### config.mk
export PLATFORM = sky130hd
export DESIGN_NAME = io_input_unit_flat
export DESIGN_NICKNAME = d
export VERILOG_FILES = /design/src/rtl/io_input_unit_if.sv /design/src/rtl/io_input_unit.sv /design/src/flat_wrapper.sv
export SDC_FILE = /design/constraint.sdc
export NUM_CORES = 1
export LEC_CHECK = 0
export ABC_AREA = 1
export CORE_MARGIN = 4
export CORE_UTILIZATION = 40
export CTS_BUF_LIST = sky130_fd_sc_hd__clkbuf_8
export CTS_CLUSTER_DIAMETER = 120
export DETAILED_ROUTE_END_ITERATION = 7
export PLACE_DENSITY = 0.58
export RECOVER_POWER = 50
export SLEW_MARGIN = 20
export SYNTH_ARGS = -nofsm -noshare
export SYNTH_HDL_FRONTEND = slang
export SYNTH_SLANG_ARGS = --single-unit
export TNS_END_PERCENT = 10
### constraint.sdc
create_clock -name clk -period 3.42 [get_ports clk]
set_clock_uncertainty 0.1 [all_clocks]
set_input_delay 0.342 -clock clk [delete_from_list [all_inputs] [get_ports clk]]
set_output_delay 0.342 -clock clk [all_outputs]
set_load 0.01 [all_outputs]
### src/rtl/io_input_unit_if.sv
// Bus bundle for io_input_unit: device-side character handshake plus the
// control-unit strobes and the serial/status outputs toward accumulator C.
interface io_input_unit_if #(
  parameter int CHAR_BITS = 4
);
  // device side
  logic                 dev_valid;
  logic [CHAR_BITS-1:0] dev_data;
  logic                 dev_ready;
  // control-unit side
  logic                 do_input_start;
  logic                 do_left_shift_c;
  logic                 do_clear_err;
  logic                 io_input_data;
  logic                 input_busy;
  logic                 input_done;
  logic                 buf_empty;
  logic                 err_flag;

  // Environment view: drives device data and control strobes.
  modport master (
    output dev_valid, dev_data, do_input_start, do_left_shift_c, do_clear_err,
    input  dev_ready, io_input_data, input_busy, input_done, buf_empty, err_flag
  );

  // Unit view.
  modport slave (
    input  dev_valid, dev_data, do_input_start, do_left_shift_c, do_clear_err,
    output dev_ready, io_input_data, input_busy, input_done, buf_empty, err_flag
  );
endinterface

### src/rtl/io_input_unit.sv
// Input unit: buffers device characters in a small FIFO and serialises one
// character MSB-first into accumulator C, one bit per shift pulse.
module io_input_unit #(
  parameter int CHAR_BITS  = 4,  // 1..8
  parameter int FIFO_DEPTH = 2   // power of two, >= 2
) (
  input  logic            clk,
  input  logic            reset,
  io_input_unit_if.slave  bus
);

  localparam int PW = $clog2(FIFO_DEPTH);
  localparam int CW = PW + 1;
  localparam int NW = $clog2(CHAR_BITS + 1);

  typedef enum logic [1:0] {
    S_IDLE  = 2'd0,
    S_WAIT  = 2'd1,
    S_SHIFT = 2'd2,
    S_DONE  = 2'd3
  } state_t;

  // ---------------------------------------------------------------- FIFO
  logic [CHAR_BITS-1:0] mem_q [FIFO_DEPTH];
  logic [PW-1:0]        wr_ptr_q, wr_ptr_d;
  logic [PW-1:0]        rd_ptr_q, rd_ptr_d;
  logic [CW-1:0]        count_q,  count_d;
  logic                 full, empty, push, pop;
  logic [CHAR_BITS-1:0] head;

  // ---------------------------------------------------------------- FSM
  state_t               state_q;
  logic [CHAR_BITS-1:0] sreg_q;
  logic [NW-1:0]        cnt_q;
  logic                 busy_q;
  logic                 done_q;
  logic                 err_q, err_d;
  logic                 err_set;

  // Status is decoded from the registered occupancy only, so a character
  // pushed this cycle becomes visible (and poppable) on the next one.
  assign full  = (count_q == CW'(FIFO_DEPTH));
  assign empty = (count_q == '0);
  assign head  = mem_q[rd_ptr_q];
  assign push  = bus.dev_valid && !full;
  assign pop   = !empty &&
                 (((state_q == S_IDLE) && bus.do_input_start) ||
                   (state_q == S_WAIT));

  // Pointer and occupancy next-state; pointers wrap naturally at PW bits.
  always_comb begin
    wr_ptr_d = wr_ptr_q;
    rd_ptr_d = rd_ptr_q;
    count_d  = count_q;
    if (push) wr_ptr_d = wr_ptr_q + PW'(1);
    if (pop)  rd_ptr_d = rd_ptr_q + PW'(1);
    case ({push, pop})
      2'b10:   count_d = count_q + CW'(1);
      2'b01:   count_d = count_q - CW'(1);
      default: count_d = count_q;
    endcase
  end

  // FIFO control registers.
  always_ff @(posedge clk) begin
    if (reset) begin
      wr_ptr_q <= '0;
      rd_ptr_q <= '0;
      count_q  <= '0;
    end else begin
      wr_ptr_q <= wr_ptr_d;
      rd_ptr_q <= rd_ptr_d;
      count_q  <= count_d;
    end
  end

  // Storage array; contents are don't-care while count is 0, so no reset.
  always_ff @(posedge clk) begin
    if (push) mem_q[wr_ptr_q] <= bus.dev_data;
  end

  // Transfer FSM with registered busy/done outputs.
  always_ff @(posedge clk) begin
    if (reset) begin
      state_q <= S_IDLE;
      sreg_q  <= '0;
      cnt_q   <= '0;
      busy_q  <= 1'b0;
      done_q  <= 1'b0;
    end else begin
      done_q <= 1'b0;
      case (state_q)
        S_IDLE: begin
          if (bus.do_input_start) begin
            busy_q <= 1'b1;
            if (!empty) begin
              sreg_q  <= head;
              cnt_q   <= NW'(CHAR_BITS);
              state_q <= S_SHIFT;
            end else begin
              state_q <= S_WAIT;
            end
          end
        end
        S_WAIT: begin
          if (!empty) begin
            sreg_q  <= head;
            cnt_q   <= NW'(CHAR_BITS);
            state_q <= S_SHIFT;
          end
        end
        S_SHIFT: begin
          // No pulse means hold: the control unit may stall indefinitely.
          if (bus.do_left_shift_c) begin
            sreg_q <= sreg_q << 1;
            cnt_q  <= cnt_q - NW'(1);
            if (cnt_q == NW'(1)) begin
              state_q <= S_DONE;
              done_q  <= 1'b1;
            end
          end
        end
        S_DONE: begin
          state_q <= S_IDLE;
          busy_q  <= 1'b0;
        end
        default: begin
          state_q <= S_IDLE;
          busy_q  <= 1'b0;
        end
      endcase
    end
  end

  // Protocol errors: start while not idle, shift while not shifting.
  // A new error wins over a same-cycle clear.
  assign err_set = (bus.do_input_start  && (state_q != S_IDLE)) ||
                   (bus.do_left_shift_c && (state_q != S_SHIFT));

  always_comb begin
    err_d = err_q;
    if (err_set)               err_d = 1'b1;
    else if (bus.do_clear_err) err_d = 1'b0;
  end

  // Sticky error flag register.
  always_ff @(posedge clk) begin
    if (reset) err_q <= 1'b0;
    else       err_q <= err_d;
  end

  assign bus.dev_ready     = !full;
  assign bus.buf_empty     = empty;
  assign bus.io_input_data = (state_q == S_SHIFT) && sreg_q[CHAR_BITS-1];
  assign bus.input_busy    = busy_q;
  assign bus.input_done    = done_q;
  assign bus.err_flag      = err_q;

endmodule
### src/flat_wrapper.sv
// flat-port wrapper written by rule: the top's interface ports become plain ports
module io_input_unit_flat 
#(
  parameter int CHAR_BITS  = 4,         
  parameter int FIFO_DEPTH = 2                        
)
  (clk, reset, bus_dev_valid, bus_dev_data, bus_do_input_start, bus_do_left_shift_c, bus_do_clear_err, bus_dev_ready, bus_io_input_data, bus_input_busy, bus_input_done, bus_buf_empty, bus_err_flag);
  io_input_unit_if #(.CHAR_BITS(CHAR_BITS)) bus_i ();
  input  logic clk;
  input  logic reset;
  input wire logic [$bits(bus_i.dev_valid)-1:0] bus_dev_valid;
  input wire logic [$bits(bus_i.dev_data)-1:0] bus_dev_data;
  input wire logic [$bits(bus_i.do_input_start)-1:0] bus_do_input_start;
  input wire logic [$bits(bus_i.do_left_shift_c)-1:0] bus_do_left_shift_c;
  input wire logic [$bits(bus_i.do_clear_err)-1:0] bus_do_clear_err;
  output wire logic [$bits(bus_i.dev_ready)-1:0] bus_dev_ready;
  output wire logic [$bits(bus_i.io_input_data)-1:0] bus_io_input_data;
  output wire logic [$bits(bus_i.input_busy)-1:0] bus_input_busy;
  output wire logic [$bits(bus_i.input_done)-1:0] bus_input_done;
  output wire logic [$bits(bus_i.buf_empty)-1:0] bus_buf_empty;
  output wire logic [$bits(bus_i.err_flag)-1:0] bus_err_flag;
  assign bus_i.dev_valid = bus_dev_valid;
  assign bus_i.dev_data = bus_dev_data;
  assign bus_i.do_input_start = bus_do_input_start;
  assign bus_i.do_left_shift_c = bus_do_left_shift_c;
  assign bus_i.do_clear_err = bus_do_clear_err;
  assign bus_dev_ready = bus_i.dev_ready;
  assign bus_io_input_data = bus_i.io_input_data;
  assign bus_input_busy = bus_i.input_busy;
  assign bus_input_done = bus_i.input_done;
  assign bus_buf_empty = bus_i.buf_empty;
  assign bus_err_flag = bus_i.err_flag;
  io_input_unit #(.CHAR_BITS(CHAR_BITS), .FIFO_DEPTH(FIFO_DEPTH)) u_core (.clk(clk), .reset(reset), .bus(bus_i));
endmodule
======== After elaboration in Yosys (flattened, before gate mapping) ========
Memory sizes are Yosys's and may differ from the RTL's. A register that Yosys moved wholly into a read port is not among the register bits.
Index checks and enable logic that the tools add are counted.
cells by class
  add/sub/neg operators ................... 5
  $mul .................................... 0
  div/mod/pow operators ................... 0
  order comparisons ....................... 0
  equality and inequality tests ........... 12
  shift-type cells ........................ 0
  mux-type cells .......................... 24
  bitwise gates (word level) .............. 2
  reduce and logical (&&, ||, !) cells .... 21
operators with widths
  kind                   count
  $mux W4                3
  $pmux W4 S3            1
  $mux W2                5
  $mux W3                3
  $pmux W3 S3            1
  $eq A2 B2 Y1 const B   4
  $mux W1                8
  $ne A2 B2 Y1 const B   4
  $pmux W2 S4            1
  $reduce_bool A2 Y1     4
  $logic_and A1 B1 Y1    6
  $eq A2 B1 Y1 const B   2
  $logic_not A2 Y1       2
  $pmux W2 S2            1
  $reduce_and A4 Y1      1
  $eq A3 B1 Y1 const B   1
  $reduce_and A3 Y1      1
  $reduce_bool A3 Y1     1
  $reduce_or A3 Y1       1
  $sub A3 B1 Y3 const B  1
  $add A1 B1 Y1 const B  2
  $add A2 B1 Y2 const B  1
  $logic_not A1 Y1       2
  $logic_or A1 B1 Y1     2
  other kinds (5)        6
storage, ports and cells
  register bits after elaboration ......... 16
  latch bits .............................. 0
  bits in writable memories ............... 8
  ROM bits ................................ 0
  output and inout bits ................... 6
  logic and storage cells ................. 74
  memories ................................ 1
memories
  memory        depth  width  read ports  clocked after memory_dff  write ports  line                 RTL
  u_core.mem_q  2      4      1           1                         1            io_input_unit.sv:24  logic [CHAR_BITS-1:0] mem_q [FIFO_DEPTH];

======== Longest topological paths before layout ========
Gate-level depths: netlist of run 1.
  depth in word-level cells ............... 6
  mapped depth ............................ 10

======== Worst setup path before layout of run 1 ========
OpenSTA, ideal clock, no wires.
  kind .................................... register to register
  from .................................... reg u_core.state_q[1]
  to ...................................... reg u_core.count_q[1]
  library setup time ...................... 0.070 ns
  arrival time ............................ 1.503 ns
  required time ........................... 3.250 ns
  setup slack ............................. 1.748 ns
  stages on the path, launching flop included .. 11
  buffers on the path ..................... 0
  period minus slack after synthesis ...... 1.672 ns
  cells stage by stage .................... dfxtp_1 -> inv_1 -> ha_1 -> nand2_1 -> a21oi_4 -> ha_1 -> inv_1 -> nand2_1 -> nor2_1 -> o21ai_0 -> a21oi_1
between the ends
  word-level cells in the longest chain between the ends .. 6
ends and longest elaborated chain
  what                                               line                  RTL
  start, declared                                    io_input_unit.sv:32   state_t state_q;
  start signal, assigned                             io_input_unit.sv:85   state_q <= S_IDLE;
  start signal, assigned                             io_input_unit.sv:99   state_q <= S_SHIFT;
  start signal, assigned                             io_input_unit.sv:101  state_q <= S_WAIT;
  $logic_not A2 Y1                                   io_input_unit.sv:47   (((state_q == S_IDLE) && bus.do_input_start) ||
  $logic_and A1 B1 Y1                                io_input_unit.sv:47
  $logic_or A1 B1 Y1 *                               io_input_unit.sv:47
  $logic_and A1 B1 Y1 *                              io_input_unit.sv:46   assign pop = !empty &&
  via u_core.pop                                     io_input_unit.sv:28   logic full, empty, push, pop;
  $eq A2 B1 Y1 or $eq A2 B2 Y1 (tied branches)       io_input_unit.sv:57   case ({push, pop})
  $pmux W2 S2 or $reduce_bool A2 Y1 (tied branches)  n/a
  end signal, assigned                               io_input_unit.sv:73   count_q <= count_d;
  end, declared                                      io_input_unit.sv:27   logic [CW-1:0] count_q, count_d;
Mark *: on every way through the listed nets, which the timed path passes. The rest lies on a longest branch.
A chain may end at the register's enable or synchronous reset.

======== Worst setup path in the final report of run 1 ========
  from .................................... reg u_core.state_q[0]
  to ...................................... out bus_io_input_data
between the ends
  word-level cells in the longest chain between the ends .. 2
ends and longest elaborated chain
  what                 line                  RTL
  $eq A2 B2 Y1         io_input_unit.sv:154  assign bus.io_input_data = (state_q == S_SHIFT) && sreg_q[CHAR_BITS-1];
  $logic_and A1 B1 Y1  io_input_unit.sv:154
  end, declared        flat_wrapper.sv:17    output wire logic [$bits(bus_i.io_input_data)-1:0] bus_io_input_data;
Every way passes these cells.

==> impl_metrics.env, run 1 <==
export IMPL_status="complete, no violations"
export IMPL_cts_tree="done"
export IMPL_rsz0062_at_grt="false"
export IMPL_port_buffers=15
export IMPL_crit_type="reg2out"
export IMPL_post_cts_buffers=0
export IMPL_drive_gt1_share_pct=6.43
export IMPL_crit_required_ns=2.98
export IMPL_wl_per_cell_um=9.89
export IMPL_grt_max_degree=16
export IMPL_period_needed_ns=2.12
export IMPL_cp_start_kind="flip-flop"
export IMPL_antenna_left=0
export IMPL_synth_compound_area_share_pct=9.64
export IMPL_grt_pass1_vias=881
export IMPL_relSlewSlack_pct=72.8
export IMPL_drtIter0Drc=42
export IMPL_fin_crit_sh_pct=62.1
export IMPL_ys_flop_type="dfxtp_1"
export IMPL_cp_num_buf_inv=3
export IMPL_yosys_area_share_xor_xnor_pct=0
export IMPL_path_max_fanout=6
export IMPL_cp_slowest_stage_delay_ns=0.52
export IMPL_synthMostInstantiatedCell="nand2_1"
export IMPL_die_h_um=63.8
export IMPL_final_cell_area_sq_um=1470
export IMPL_numCtsBuffers=3
export IMPL_synthCells=154
export IMPL_powerDensity_nw_per_um2=821
export IMPL_synthArstFlopShare_pct=0
export IMPL_synth_seq_cells=25
export IMPL_core_sq_um=2880
export IMPL_setup_tns_final_ns=0
export IMPL_synth_fa_ha_area_share_pct=8.03
export IMPL_ios=16
export IMPL_wl_um=2110
export IMPL_cts_hold_buffers_added=0
export IMPL_finalSetupViolations=0
export IMPL_overflow=0
export IMPL_vias=959
export IMPL_start_util_pct=43.3
export IMPL_avgViaCountPerCell=4.50
export IMPL_row_count=19
export IMPL_clkTransAtPathRegs_ns=0.09
export IMPL_clkLatencyLatePin_ns=0.26
export IMPL_clockBufferDepth=2
export IMPL_syn_area_per_cell_sq_um=8.09
export IMPL_drv_cap=0
export IMPL_die_x_um=63.8
export IMPL_placed_area_sq_um=1430
export IMPL_synth_edf_count=8
export IMPL_yosysWarnings=0
export IMPL_yosys_area_top_type="dfxtp_1"
export IMPL_area_delta_synth_final_pct=17.8
export IMPL_fmax_mhz=471
export IMPL_drc=0
export IMPL_muxShareOfSynthArea_pct=0
export IMPL_ir_worst_vdd_v=0.000370
export IMPL_cts_root_buffer="clkbuf_8"
export IMPL_synthSimpleGateAreaFrac_pct=28.6
export IMPL_track_usage_pct=11.2
export IMPL_p_leak_nw=0.654
export IMPL_timing_hold_ws_ns=0.371
export IMPL_grt_pass1_wl_um=3660
export IMPL_synth_top_family_by_area="simple AND/OR/NAND/NOR gates"
export IMPL_dpl_cell_count=209
export IMPL_critPathTopFamily="buffers and inverters"
export IMPL_cts_sinks=25
export IMPL_grt_antenna_before_repair=0
export IMPL_drv_slew=0
export IMPL_yosysTopAreaCellShare_pct=27.3
export IMPL_worstSetupEndpointType="output pin"
export IMPL_globalplace_congestion=0.830
export IMPL_dpl_hpwl_um=1620
export IMPL_ys_seq_area_share_pct=46.6
export IMPL_synth_cell_area_sq_um=1250
export IMPL_netlist_top_cells_area="dfxtp_1, edfxtp_1, nand2_1"
export IMPL_final_util_pct=51.0
export IMPL_die_area_sq_um=4070
export IMPL_htreeDepth=1
export IMPL_diodes=0
export IMPL_crit_chain="inv_1 -> ha_1 -> nand2_1 -> inv_1 -> clkdlybuf4s50_1"
export IMPL_synth_common_cells="nand2_1, nor2_1, dfxtp_1"
export IMPL_cpMaxStageDelayCell="clkdlybuf4s50_1"
export IMPL_finalHoldViolations=0
export IMPL_hp_class="reg2reg"
export IMPL_post_cts_resized=0
export IMPL_worstMarginPinSlew_ns=0.406
export IMPL_syn_nets=172
export IMPL_fin_cells=213
export IMPL_ys_types=24
export IMPL_worstPathArrival_ns=1.68
export IMPL_final_nets=190
export IMPL_cp_common_cell="inv_1"
export IMPL_drt_pass1_iterations=4
[routing by layer]
metal	wire length [um]	part of all wire, %	GRT usage, %	up-vias
met5	0	0	0	-
met4	17	0.81	3.23	0
met3	61	2.9	4.55	2
met2	954	45	18.5	10
met1	1070	51	13.5	422
li1	-	-	-	525
[worst paths after layout]
check,startpoint,end,slack [ns],cells after the start
setup / recovery,u_core.state_q[0],bus_io_input_data,1.30,5
hold reg to reg,u_core.rd_ptr_q,u_core.rd_ptr_q,0.37,1
setup reg to reg,u_core.state_q[1],u_core.count_q[1],1.43,10
hold / removal,u_core.rd_ptr_q,u_core.rd_ptr_q,0.37,1
[report_power, final]
part / internal, mW / leakage, nW / switching, mW
sequential: 0.396 / 0.215 / 0.0614
combinational: 0.226 / 0.417 / 0.345
clock: 0.0824 / 0.0217 / 0.0929
total: 0.705 / 0.654 / 0.499
[area by class of cell]
class / instances / area (sq um)
tap: 42 / 52.6
fill: 285 / 1410
timing repair buffer: 15 / 150
clock buffer: 3 / 41.3
multi-input combinational: 109 / 566
inverter: 18 / 70.1
sequential: 25 / 581
clock inverter: 1 / 7.51
[through the flow]
stage | worst slack [ns] | total power [mW]
6_report | 1.30 | 1.20
5_1_grt | 1.18 | 1.33
4_1_cts | 1.25 | 1.24
3_5_place_dp | 1.39 | 1.06
3_3_place_gp | 1.47 | 1.05
2_1_floorplan | 1.75 | 0.921
[cell usage in the layout, fill, tap and decap left out, drive strengths merged]
cell,n
nor4,1
edfxtp,8
or2,3
o21ai,10
clkinvlp,1
nand2,41
o22ai,1
nand3,3
nor2,31
ha,8
inv,18
clkbuf,3
a21oi,9
nor3,1
a211oi,1
dlygate4sd3,5
dfxtp,17
clkdlybuf4s50,10
[sequential cells by signal, indices dropped and copies added (netlist names), named ones only]
register,cells
u_core.state_q,2
u_core.sreg_q,4
u_core.bus.err_flag,1
u_core.rd_ptr_q,1
u_core.mem_q,8
u_core.cnt_q,3
u_core.bus.input_done,1
u_core.count_q,2
u_core.wr_ptr_q,1
u_core.bus.input_busy,1
[kinds of logic (layout without fill, tap and decap cells)]
group,after synthesis,after routing
AOI/OAI and AO/OA,21,21
adders and majority gates,8,8
buffers and inverters,20,37
DFF,25,25
and+or+nand+nor,80,80
No activity file was read; power rests on OpenSTA's default activity.
==> run 2, diff against run 1 <==
- PLACE_DENSITY: 0.58 -> 0.6
- clock period: 3.42 -> 1.85 ns (I/O delays scaled with it)
==> run 2 against run 1 <==
  * Sequential power is 89% higher
  * Utilization is 2.5 points higher
  * Critical path depth stayed put
  * Largest power group unchanged
==> impl_metrics.env, run 2 (synthesis gave the netlist of run 1 again) <==
export IMPL_status="complete, no violations"
export IMPL_crit_required_ns=1.56
export IMPL_wl_per_cell_um=10.4
export IMPL_track_usage_pct=11.8
export IMPL_grt_pass1_vias=916
export IMPL_finalSetupViolations=0
export IMPL_antenna_left=0
export IMPL_crit_type="reg2out"
export IMPL_cts_root_buffer="clkbuf_8"
export IMPL_dpl_cell_count=210
export IMPL_fin_cells=216
export IMPL_path_max_fanout=5
export IMPL_cp_start_kind="flip-flop"
export IMPL_overflow=0
export IMPL_fmax_mhz=555
export IMPL_relSlewSlack_pct=73.0
export IMPL_rsz0062_at_grt="false"
export IMPL_drive_gt1_share_pct=13.2
export IMPL_row_count=19
export IMPL_final_cell_area_sq_um=1540
export IMPL_grt_pass1_wl_um=3840
export IMPL_die_x_um=63.8
export IMPL_worstPathArrival_ns=1.52
export IMPL_cts_sinks=25
export IMPL_grt_antenna_before_repair=0
export IMPL_cp_depth=5
export IMPL_largest_register="u_core.mem_q"
export IMPL_final_util_pct=53.5
export IMPL_fillers=278
export IMPL_drv_slew=0
export IMPL_start_util_pct=43.3
export IMPL_rrSetupSlack_ns=0.14
export IMPL_placed_area_sq_um=1440
export IMPL_core_sq_um=2880
export IMPL_cp_num_buf_inv=3
export IMPL_ff2ff_path_depth=10
export IMPL_final_common_cell="nand2_1"
export IMPL_fin_crit_sh_pct=97.3
export IMPL_finalHoldViolations=0
export IMPL_numCtsBuffers=3
export IMPL_ios=16
export IMPL_layout_common_cells="nand2_1, nor2_1, dfxtp_1"
export IMPL_ir_worst_vdd_v=0.00107
export IMPL_drtIter0Drc=40
export IMPL_clkLatencyLatePin_ns=0.27
export IMPL_cpMaxStageDelayCell="clkdlybuf4s50_1"
export IMPL_cp_slowest_stage_delay_ns=0.52
export IMPL_die_area_sq_um=4070
export IMPL_clkTransAtPathRegs_ns=0.09
export IMPL_area_delta_synth_final_pct=23.5
export IMPL_powerDensity_nw_per_um2=1540
export IMPL_worstSetupEndpointType="output pin"
export IMPL_wl_um=2240
export IMPL_crit_chain="inv_4 -> ha_4 -> nand2_1 -> inv_1 -> clkdlybuf4s50_1"
export IMPL_crit_end="bus_io_input_data"
export IMPL_worstMarginPinSlew_ns=0.404
export IMPL_reg_top3="u_core.mem_q (8), u_core.sreg_q (4), u_core.cnt_q (3)"
export IMPL_r2r_end="u_core.count_q[1]"
export IMPL_p_leak_nw=0.675
export IMPL_period_needed_ns=1.80
export IMPL_avgViaCountPerCell=4.44
export IMPL_hp_class="reg2reg"
export IMPL_crit_start="u_core.state_q[0]"
export IMPL_drt_pass1_iterations=4
export IMPL_die_h_um=63.8
export IMPL_timing_rr_start="u_core.state_q[1]"
export IMPL_vias=960
export IMPL_grt_max_degree=16
export IMPL_setup_tns_final_ns=0
export IMPL_final_nets=193
export IMPL_htreeDepth=1
export IMPL_globalplace_congestion=0.831
export IMPL_cts_tree="done"
export IMPL_drv_cap=0
export IMPL_port_buffers=15
export IMPL_diodes=0
export IMPL_clockBufferDepth=2
export IMPL_drc=0
export IMPL_largest_reg_flops=8
export IMPL_critPathTopFamily="buffers and inverters"
export IMPL_dpl_hpwl_um=1670
[run 2: final cells by class]
| cell class | count | area (sq um) | area share, % |
|---|---|---|---|
| repair buffers | 18 | 173 | 11.2 |
| inverters | 18 | 75.1 | 4.88 |
| flip-flops and latches | 25 | 586 | 38.0 |
| clock buffers | 3 | 41.3 | 2.68 |
| multi-input cells | 109 | 604 | 39.3 |
| clock inverters | 1 | 7.51 | 0.488 |
| well taps | 42 | 52.6 | 3.41 |
[run 2: what timing repair did]
action | CTS | global route
setup buffers | 0 | 2
setup endpoints to repair | 2 | 3
hold buffers | 0 | 0
resized for setup | 6 | 7
pin swaps | 0 | 1
[run 2: worst min-delay path by stage]
| stage | depth (start not counted) | end | slack [ns] | from |
|---|---|---|---|---|
| final | 1 | flip-flop | 0.35 | u_core.rd_ptr_q |
| after global routing | 1 | flip-flop | 0.38 | u_core.rd_ptr_q |
| after CTS | 1 | flip-flop | 0.35 | u_core.rd_ptr_q |
| after detailed placement | 1 | flip-flop | 0.34 | u_core.rd_ptr_q |
| after global placement | 1 | u_core.rd_ptr_q | 0.34 | u_core.rd_ptr_q |
| after floorplan | 1 | u_core.bus.input_done | 0.16 | reset |
[run 2: power by group]
| part | internal [mW] | leakage (nW) | total (mW) | switching (mW) |
|---|---|---|---|---|
| Combinational | 0.476 | 0.437 | 1.17 | 0.693 |
| Sequential | 0.739 | 0.216 | 0.864 | 0.125 |
| Clock | 0.153 | 0.0217 | 0.334 | 0.181 |
| Total | 1.37 | 0.675 | 2.37 | 0.999 |
[run 2: routing by layer]
metal / vias to the layer above / wire length [um] / track usage, % / share of wire, %
li1: 532 / - / - / -
met1: 409 / 1100 / 15.3 / 49
met2: 15 / 1030 / 19.1 / 46
met3: 4 / 80 / 3.15 / 3.6
met4: 0 / 32 / 4.04 / 1.4
met5: - / 0 / 0 / 0
[run 2: stage by stage]
| stage | power (mW) | hold WS (ns) | setup slack, ns |
|---|---|---|---|
| 6_report | 2.37 | 0.355 | 0.0498 |
| 3_3_place_gp | 1.94 | 0.340 | 0.0635 |
| 5_1_grt | 2.59 | 0.375 | 0.00228 |
| 3_5_place_dp | 1.97 | 0.340 | -0.00272 |
| 2_1_floorplan | 1.70 | 0.162 | 0.178 |
| 4_1_cts | 2.32 | 0.353 | 0.00167 |
==> run 3, diff against run 2 <==
==> constraint.sdc (replaced) <==
create_clock -name clk -period 1.85 [get_ports clk]
set_clock_uncertainty 0.1 [all_clocks]
set_input_delay 0.37 -clock clk [delete_from_list [all_inputs] [get_ports clk]]
set_output_delay 0.37 -clock clk [all_outputs]
set_load 0.01 [all_outputs]
==> run 3 against run 2 <==
  * Sequential power decreased by 0.8%
  * Clock power decreased by 5%
  * Critical path type unchanged
  * Utilization unchanged
  * Count of clock-buffer cells in the layout unchanged
  * Via count increased by 1.8%
  * Global-route usage increased by 0.44 points
==> impl_metrics.env, run 3 (synthesis gave the netlist of run 1 again) <==
export IMPL_p_leak_nw=0.694
export IMPL_track_usage_pct=12.3
export IMPL_cts_tree="done"
export IMPL_grtUsageMet3_pct=4.20
export IMPL_wl_um=2240
export IMPL_period_needed_ns=1.77
export IMPL_start_util_pct=43.3
export IMPL_grt_pass1_wl_um=3970
export IMPL_row_count=19
export IMPL_p_comb_share_pct=50.0
export IMPL_numCtsBuffers=3
export IMPL_hold_path_startpoint="u_core.rd_ptr_q"
export IMPL_grt_max_degree=15
export IMPL_grt_busiest_layer="met2"
export IMPL_p_clk_share_pct=13.5
export IMPL_intPower_mw=1.39
export IMPL_fmax_mhz=566
export IMPL_relSlewSlack_pct=71.7
export IMPL_fillers=267
export IMPL_path_max_fanout=5
export IMPL_wl_per_cell_um=10.2
export IMPL_diodes=0
export IMPL_final_common_cell="nand2_1"
export IMPL_switching_power_mw=0.962
export IMPL_grt_use_met2_pct=22.1
export IMPL_ff2ff_path_depth=10
export IMPL_drv_cap=0
export IMPL_p_seq_share_pct=36.5
export IMPL_drc=0
export IMPL_avgViaCountPerCell=4.44
export IMPL_largest_register="u_core.mem_q"
export IMPL_worstPathArrival_ns=1.30
export IMPL_die_area_sq_um=4070
export IMPL_final_nets=197
export IMPL_cts_sinks=25
export IMPL_layout_common_cells="nand2_1, nor2_1, inv_1"
export IMPL_clockBufferDepth=2
export IMPL_globalplace_congestion=0.764
export IMPL_port_buffers=15
export IMPL_cpMaxStageDelayCell="dfxtp_2"
export IMPL_netSwitchingFraction_pct=41.0
export IMPL_final_util_pct=53.5
export IMPL_drv_slew=0
export IMPL_drt_pass1_iterations=2
export IMPL_crit_type="reg2out"
export IMPL_drive_gt1_share_pct=14.0
export IMPL_powerDensity_nw_per_um2=1530
export IMPL_ios=16
export IMPL_overflow=0
export IMPL_reg_top3="u_core.mem_q (8), u_core.sreg_q (4), u_core.cnt_q (3)"
export IMPL_whs_path_depth=1
export IMPL_final_seq_area_sq_um=587
export IMPL_rsz0062_at_grt="true"
export IMPL_grt_antenna_before_repair=0
export IMPL_ir_worst_vdd_v=0.000922
export IMPL_hp_class="reg2reg"
export IMPL_grt_pass1_vias=948
export IMPL_cp_slowest_stage_delay_ns=0.37
export IMPL_clkTransAtPathRegs_ns=0.08
export IMPL_finalPower_mw=2.35
export IMPL_die_h_um=63.8
export IMPL_largest_reg_flops=8
export IMPL_cts_root_buffer="clkbuf_8"
export IMPL_cts_hold_buffers_added=0
export IMPL_worstSetupEndpointType="output pin"
export IMPL_multi_input_area_sq_um=579
export IMPL_use_met1_pct=13.4
export IMPL_dpl_hpwl_um=1740
export IMPL_htreeDepth=1
export IMPL_drtIter0Drc=41
export IMPL_rrSetupSlack_ns=0.11
export IMPL_r2r_end="u_core.count_q[1]"
export IMPL_cp_start_kind="flip-flop"
export IMPL_timing_rr_start="u_core.state_q[0]"
export IMPL_area_delta_synth_final_pct=23.5
export IMPL_holdPathEnd="u_core.rd_ptr_q"
export IMPL_status="complete, no violations"
export IMPL_worstMarginPinSlew_ns=0.422
export IMPL_finalSetupViolations=0
export IMPL_crit_required_ns=1.38
export IMPL_fin_crit_sh_pct=95.5
export IMPL_die_x_um=63.8
export IMPL_antenna_left=0
export IMPL_finalHoldViolations=0
export IMPL_crit_chain="inv_1 -> ha_2 -> nand2_1 -> inv_1 -> dlygate4sd2_1"
export IMPL_cp_common_cell="inv_1"
export IMPL_vias=977
export IMPL_core_sq_um=2880
export IMPL_clkLatencyLatePin_ns=0.26
run 3: changes by cell type in the layout (fill, tap and decap cells not counted), moves of 2 or more:
cell	before	now
dlygate4sd3_1	7	5
ha_4	2	0
inv_4	3	1
buf_4	3	7
run 3: worst max path at each step:
stage / start / end / slack, ns / cells past startpoint
6_report: u_core.state_q[0] / bus_io_input_data / 0.08 / 5
5_1_grt: u_core.state_q[0] / u_core.count_q[1] / -0.04 / 10
4_1_cts: u_core.count_q[1] / bus_buf_empty / -0.06 / 2
3_5_place_dp: bus_do_input_start / u_core.count_q[1] / -0.11 / 9
3_3_place_gp: bus_do_input_start / u_core.count_q[1] / -0.05 / 9
2_1_floorplan: u_core.state_q[1] / u_core.count_q[1] / 0.18 / 10
run 3: routing by layer:
metal  vias up  share of wire, %
met5         -                 0
met4         0               1.7
met3         4               3.7
met2        14                48
met1       422                46
li1        537                 -
run 3: final cells by class:
class | instances | share of cell area [%]
Timing Repair Buffer | 22 | 13.3
Clock buffer | 3 | 2.68
Inverter | 18 | 4.55
Multi-Input combinational cell | 109 | 37.6
Clock inverter | 1 | 0.325
Sequential cell | 25 | 38.1
Tap cell | 42 | 3.41
run 3: critical path: cells and delay by family, from the launching register on:
kind | cells | cell delay (ns)
adder cells (fa/ha/maj) | 1 | 0.20
buffers and inverters | 3 | 0.39
AND/OR/NAND/NOR | 1 | 0.07
flip-flops | 1 | 0.37
run 3: stage by stage:
step / std cells / hold WS [ns] / cell area, sq um / setup WS [ns] / TNS [ns]
5_1_grt: 220 / 0.391 / 1540 / -0.0401 / -0.0457
6_report: 220 / 0.362 / 1540 / 0.0830 / 0
2_1_floorplan: 154 / 0.325 / 1250 / 0.178 / 0
4_1_cts: 219 / 0.361 / 1530 / -0.0581 / -0.0581
3_3_place_gp: 215 / 0.337 / 1480 / -0.0508 / -0.0508
3_5_place_dp: 215 / 0.350 / 1480 / -0.109 / -0.145
run 3: power groups by stage:
| stage | Sequential, mW | Combinational [mW] | Clock, mW |
|---|---|---|---|
| after floorplan | 0.839 | 0.864 | 0 |
| after global placement | 0.852 | 1.13 | 0 |
| after detailed placement | 0.860 | 1.16 | 0 |
| after CTS | 0.851 | 1.17 | 0.330 |
| after global routing | 0.880 | 1.36 | 0.360 |
| final | 0.857 | 1.17 | 0.317 |
run 3: what timing repair did:
item,in CTS,in global routing
setup buffers,0,1
gates resized for setup,4,4
pin swaps,1,1
endpoints found under the setup margin,3,7
